==> src/rtl/buffer_pkg.sv <==
// Shared defaults and width helpers for the stream buffer FIFO family.
// The top and its storage sub-module import this package.
package buffer_pkg;

    localparam int BUF_DEFAULT_WIDTH = 16;
    localparam int BUF_DEFAULT_DEPTH = 4;

    // Width needed to hold an occupancy of 0..depth inclusive.
    function automatic int cnt_width(input int depth);
        return $clog2(depth + 1);
    endfunction

endpackage

==> src/rtl/buffer_mem.sv <==
// Register-array storage for the stream buffer: one synchronous write port, one asynchronous read port.
// The array is deliberately left unreset; validity is tracked by the occupancy count in the top level.
module buffer_mem
    import buffer_pkg::*;
#(
    parameter int WIDTH = BUF_DEFAULT_WIDTH,
    parameter int DEPTH = BUF_DEFAULT_DEPTH
) (
    input  logic                     clk,
    input  logic                     wrEn,
    input  logic [$clog2(DEPTH)-1:0] wrAddr,
    input  logic [WIDTH-1:0]         wrData,
    input  logic [$clog2(DEPTH)-1:0] rdAddr,
    output logic [WIDTH-1:0]         rdData
);

    logic [WIDTH-1:0] memArray [DEPTH];

    always_ff @(posedge clk) begin
        if (wrEn) begin
            memArray[wrAddr] <= wrData;
        end
    end

    // Asynchronous read gives first-word fall-through without an output register.
    assign rdData = memArray[rdAddr];

endmodule

==> src/rtl/stream_buffer_fifo.sv <==
// Parametrised first-word-fall-through FIFO with valid/ready handshakes on both sides,
// occupancy output and an almost-full warning. Full/empty are decided purely by the count.
module stream_buffer_fifo
    import buffer_pkg::*;
#(
    parameter int WIDTH    = BUF_DEFAULT_WIDTH,
    parameter int DEPTH    = BUF_DEFAULT_DEPTH,
    parameter int AF_LEVEL = 3
) (
    input  logic                         clk,
    input  logic                         rst_n,
    input  logic                         flush,
    input  logic                         in_valid,
    output logic                         in_ready,
    input  logic [WIDTH-1:0]             in_data,
    output logic                         out_valid,
    input  logic                         out_ready,
    output logic [WIDTH-1:0]             out_data,
    output logic [cnt_width(DEPTH)-1:0]  count,
    output logic                         almost_full
);

    localparam int PW = $clog2(DEPTH);
    localparam int CW = cnt_width(DEPTH);

    if ((DEPTH < 2) || ((DEPTH & (DEPTH - 1)) != 0) || (AF_LEVEL < 1) || (AF_LEVEL > DEPTH)) begin : gBadParams
        $fatal(1, "stream_buffer_fifo: DEPTH must be a power of two >= 2 and AF_LEVEL within 1..DEPTH");
    end

    logic [PW-1:0]    wrPtr;
    logic [PW-1:0]    rdPtr;
    logic [CW-1:0]    countReg;
    logic [WIDTH-1:0] headData;
    logic             push;
    logic             pop;

    assign in_ready    = (countReg != CW'(DEPTH));
    assign out_valid   = (countReg != '0);
    assign almost_full = (countReg >= CW'(AF_LEVEL));
    assign count       = countReg;

    assign push = in_valid & in_ready;
    assign pop  = out_valid & out_ready;

    // Flush wins over any transfer in the same cycle; pointers wrap naturally at DEPTH.
    always_ff @(posedge clk or negedge rst_n) begin
        if (!rst_n) begin
            wrPtr    <= '0;
            rdPtr    <= '0;
            countReg <= '0;
        end else if (flush) begin
            wrPtr    <= '0;
            rdPtr    <= '0;
            countReg <= '0;
        end else begin
            if (push) begin
                wrPtr <= wrPtr + PW'(1);
            end
            if (pop) begin
                rdPtr <= rdPtr + PW'(1);
            end
            case ({push, pop})
                2'b10:   countReg <= countReg + CW'(1);
                2'b01:   countReg <= countReg - CW'(1);
                default: countReg <= countReg;
            endcase
        end
    end

    buffer_mem #(
        .WIDTH (WIDTH),
        .DEPTH (DEPTH)
    ) uMem (
        .clk    (clk),
        .wrEn   (push & ~flush),
        .wrAddr (wrPtr),
        .wrData (in_data),
        .rdAddr (rdPtr),
        .rdData (headData)
    );

    assign out_data = out_valid ? headData : '0;

endmodule

==> config.mk <==
export PLATFORM = sky130hd
export DESIGN_NAME = stream_buffer_fifo
export DESIGN_NICKNAME = d
export VERILOG_FILES = /design/src/rtl/buffer_pkg.sv /design/src/rtl/buffer_mem.sv /design/src/rtl/stream_buffer_fifo.sv
export SDC_FILE = /design/constraint.sdc
export NUM_CORES = 1
export LEC_CHECK = 0
export ABC_AREA = 1
export CORE_MARGIN = 8
export CORE_UTILIZATION = 24
export CTS_BUF_LIST = sky130_fd_sc_hd__clkbuf_8 sky130_fd_sc_hd__clkbuf_16
export DETAILED_ROUTE_END_ITERATION = 10
export RECOVER_POWER = 25
export SLEW_MARGIN = 20
export SYNTH_ARGS = -nofsm -noshare
export SYNTH_HDL_FRONTEND = slang
export SYNTH_HIERARCHICAL = 1
export SYNTH_SLANG_ARGS = --single-unit
==> constraint.sdc <==
create_clock -name clk -period 6 [get_ports clk]
set_input_delay 0.6 -clock clk [delete_from_list [all_inputs] [get_ports clk]]
set_output_delay 0.6 -clock clk [all_outputs]
set_load 0.01 [all_outputs]
==> results.yml <==
die:
  rows: 43
  dieArea_sq_um: 18200
  coreArea_sq_um: 13800
  io_pins: 43
  initial_core_util_pct: 24.5
  fp.dieW_microns: 135
  die_h_microns: 135
final_layout:
  final-seq-area_sq_um: 2100
  fin_area_sq_um: 4290
  fillerInstances: 1386
  finalNetCount: 417
  multi_input_area_sq_um: 851
  fin_cells: 581
  layout-drive-gt1-share_pct: 9.50
  area_delta_synth_final_pct: 26.5
detailed_routing:
  wirelength_met1_mm: 3.03
  viasPerCell: 3.98
  vias: 2310
  drt_iter0_drc: 156
  wl_met3_microns: 397
  drt_wl_total_mm: 7.08
  drcViolationCount: 0
  highest_layer: "met5"
  wl_met2_mm: 3.54
  wl_per_cell_microns: 12.2
  drtPass1Iterations: 4
  detail-route-antenna-nets: 0
placement:
  placed_cell_area_sq_um: 3980
  detailedPlace.worstSlack_ns: 3.36
  dp_hpwl_mm: 4.65
  place.gp.congestion: 0.725
  placedCellCount: 564
  place.port_buffers: 42
worst_setup_path:
  r2r_slack_ns: 3.97
  startpoint_type: "flip-flop"
  cp.required_ns: 5.40
  end_kind: "output port"
  r2r-end: "uMem/memArray[3][10]$_DFFE_PP_"
  worst-r2r-cell-count: 6
  timing.rr.start: "count[0]$_DFFE_PN0P_"
  cp_max_fo: 19
  arrival_ns: 2.30
  critical_path_class: "reg -> out"
grt:
  grt_first_pass_wirelength_mm: 11.8
  grt-ovfl-total: 0
  first_global_vias: 2374
  gr-usage-all-layers_pct: 8.26
  antenna_found_initial: 2
  grt_start_max_net_pins: 38
clock_network:
  post_cts_buffers: 0
  cts-resized-gates: 0
  insertion_delay_ns: 0.32
  cts_hold_buffers: 0
  tritoncts: "built"
  cts_made_buffers: 9
  clockBufferDepth: 2
  root_buffer: "clkbuf_16"
  clk_pin_slew_worst_paths_ns: 0.05
  cts.sinks: 71
  htreeDepth: 3
timing:
  max_freq_mhz: 345
  slew_viol_final: 0
  rsz0062_at_grt: "no"
  setup_ws_ns: 3.10
  min_period_ns: 2.90
  tightest_slew_ns: 0.787
  clock-skew-final_ns: 0.00455
  setup_viol: 0
  hold_viol: 0
  period_share_pct: 48.3
  tns_ns: 0
  relSlewSlack_pct: 47.4
logic_synthesis:
  synth_xor_area_share_pct: 0.516
  yosysWarnings: 6
  synth_cell_types: 27
  ys_seq_area_share_pct: 61.8
  ys_ff_latch: 71
  syn_avg_cell_area_sq_um: 9.69
  synthCells: 350
  synth-simple-area-share_pct: 21.7
  synth_area_sq_um: 3390
  syn-num-nets: 372
  synth_top_family_by_area: "simple AND/OR/NAND/NOR gates"
  synth_compound_area_share_pct: 1.48
  synthAdderAreaFrac_pct: 0.590
  synthMuxAreaShare_pct: 0
power_and_ir_drop:
  vdd_drop_max_mv: 0.257
  power_density_nw_per_um2: 409
  power.leakage_nw: 1.92
flow_run:
  max_cap_viol_count: 0
status:
  status: "finished, final reports clean"
worst_hold_path:
  hold_path.class: "in -> async"
registers in the layout, indices dropped and copies added (netlist names):
| signal | count |
|---|---|
| uMem/memArray | 64 |
| count | 3 |
| rdPtr | 2 |
| wrPtr | 2 |
routing by layer:
| layer | track usage, % | vias up |
|---|---|---|
| met3 | 2.34 | 8 |
| li1 | - | 1169 |
| met2 | 13.8 | 61 |
| met1 | 9.76 | 1070 |
| met5 | 0 | - |
| met4 | 3.37 | 2 |
per-stage QoR:
stage / hold WS [ns] / power (mW) / utilization [%]
4_1_cts: 0.546 / 1.79 / 31.0
3_3_place_gp: 0.571 / 1.23 / 28.8
5_1_grt: 0.642 / 1.87 / 31.0
3_5_place_dp: 0.609 / 1.24 / 28.8
6_report: 0.614 / 1.75 / 31.0
2_1_floorplan: 0.304 / 0.992 / -
worst max-delay path, cell delays in order, from the launching register on:
cell	delay (ns)
dfrtp_1	0.64
inv_2	0.41
nand3_1	0.12
nand2_1	0.07
inv_1	0.04
nor2_1	0.14
clkdlybuf4s50_1	0.56
cells in the mapped netlist:
cell type	instances	area share, %
a21oi_2	1	0.26
a21oi_1	3	0.44
nand2_8	1	0.59
buf_4	5	1.1
buf_6	6	2.0
nand2_1	93	10
nand4_1	3	0.55
inv_6	1	0.26
nor3_1	4	0.59
edfxtp_1	64	57
nand3_1	34	5.0
nand3_2	3	0.89
xor2_1	1	0.26
xnor2_1	1	0.26
nor2_4	1	0.33
inv_1	87	9.6
dfrtp_1	7	5.2
a21oi_4	1	0.48
nor2_1	19	2.1
o21ai_1	2	0.30
nand2_2	2	0.37
fa_1	1	0.59
inv_2	4	0.44
buf_2	1	0.15
clkinv_1	1	0.11
inv_4	1	0.18
nand2_4	3	1.0
report_power, final:
group	switching, mW	internal, mW	total (mW)
Sequential	0.0384	0.575	0.614
Combinational	0.339	0.264	0.603
Clock	0.181	0.357	0.538
final cells by class:
type	count	area share (%)
sequential	71	48.9
multi-input combinational	173	19.8
timing repair buffer	46	10.5
inverter	94	8.40
clock buffer	9	5.25
tap	180	5.25
clock inverter	7	1.87
antenna	1	0.0583
cell families after synthesis:
group	after synthesis
AO/OA/AOI/OAI	7
XOR/XNOR	2
adder cells (fa/ha/maj)	1
buffers and inverters	106
flip-flops	71
AND/OR/NAND/NOR	163
cell usage in the layout (no fill, tap or decap), drive strengths merged, types with 5 or more instances in the layout:
master	instances
edfxtp	64
dlygate4sd3	10
a21oi	5
clkdlybuf4s50	32
nand2	99
inv	95
nand3	37
dfrtp	7
nor2	20
clkbuf	9
worst max path at each step:
stage / start / to / cells after the start
finish: rdPtr[1]$_DFFE_PN0P_ / out_data[15] / 6
global route: rdPtr[1]$_DFFE_PN0P_ / out_data[15] / 6
CTS: rdPtr[1]$_DFFE_PN0P_ / out_data[15] / 6
detailed placement: rdPtr[1]$_DFFE_PN0P_ / out_data[15] / 6
global placement: in_valid / uMem/memArray[3][7]$_DFFE_PP_ / 5
floorplan: count[0]$_DFFE_PN0P_ / uMem/memArray[1][0]$_DFFE_PP_ / 6
No activity file was read; power rests on OpenSTA's default activity.
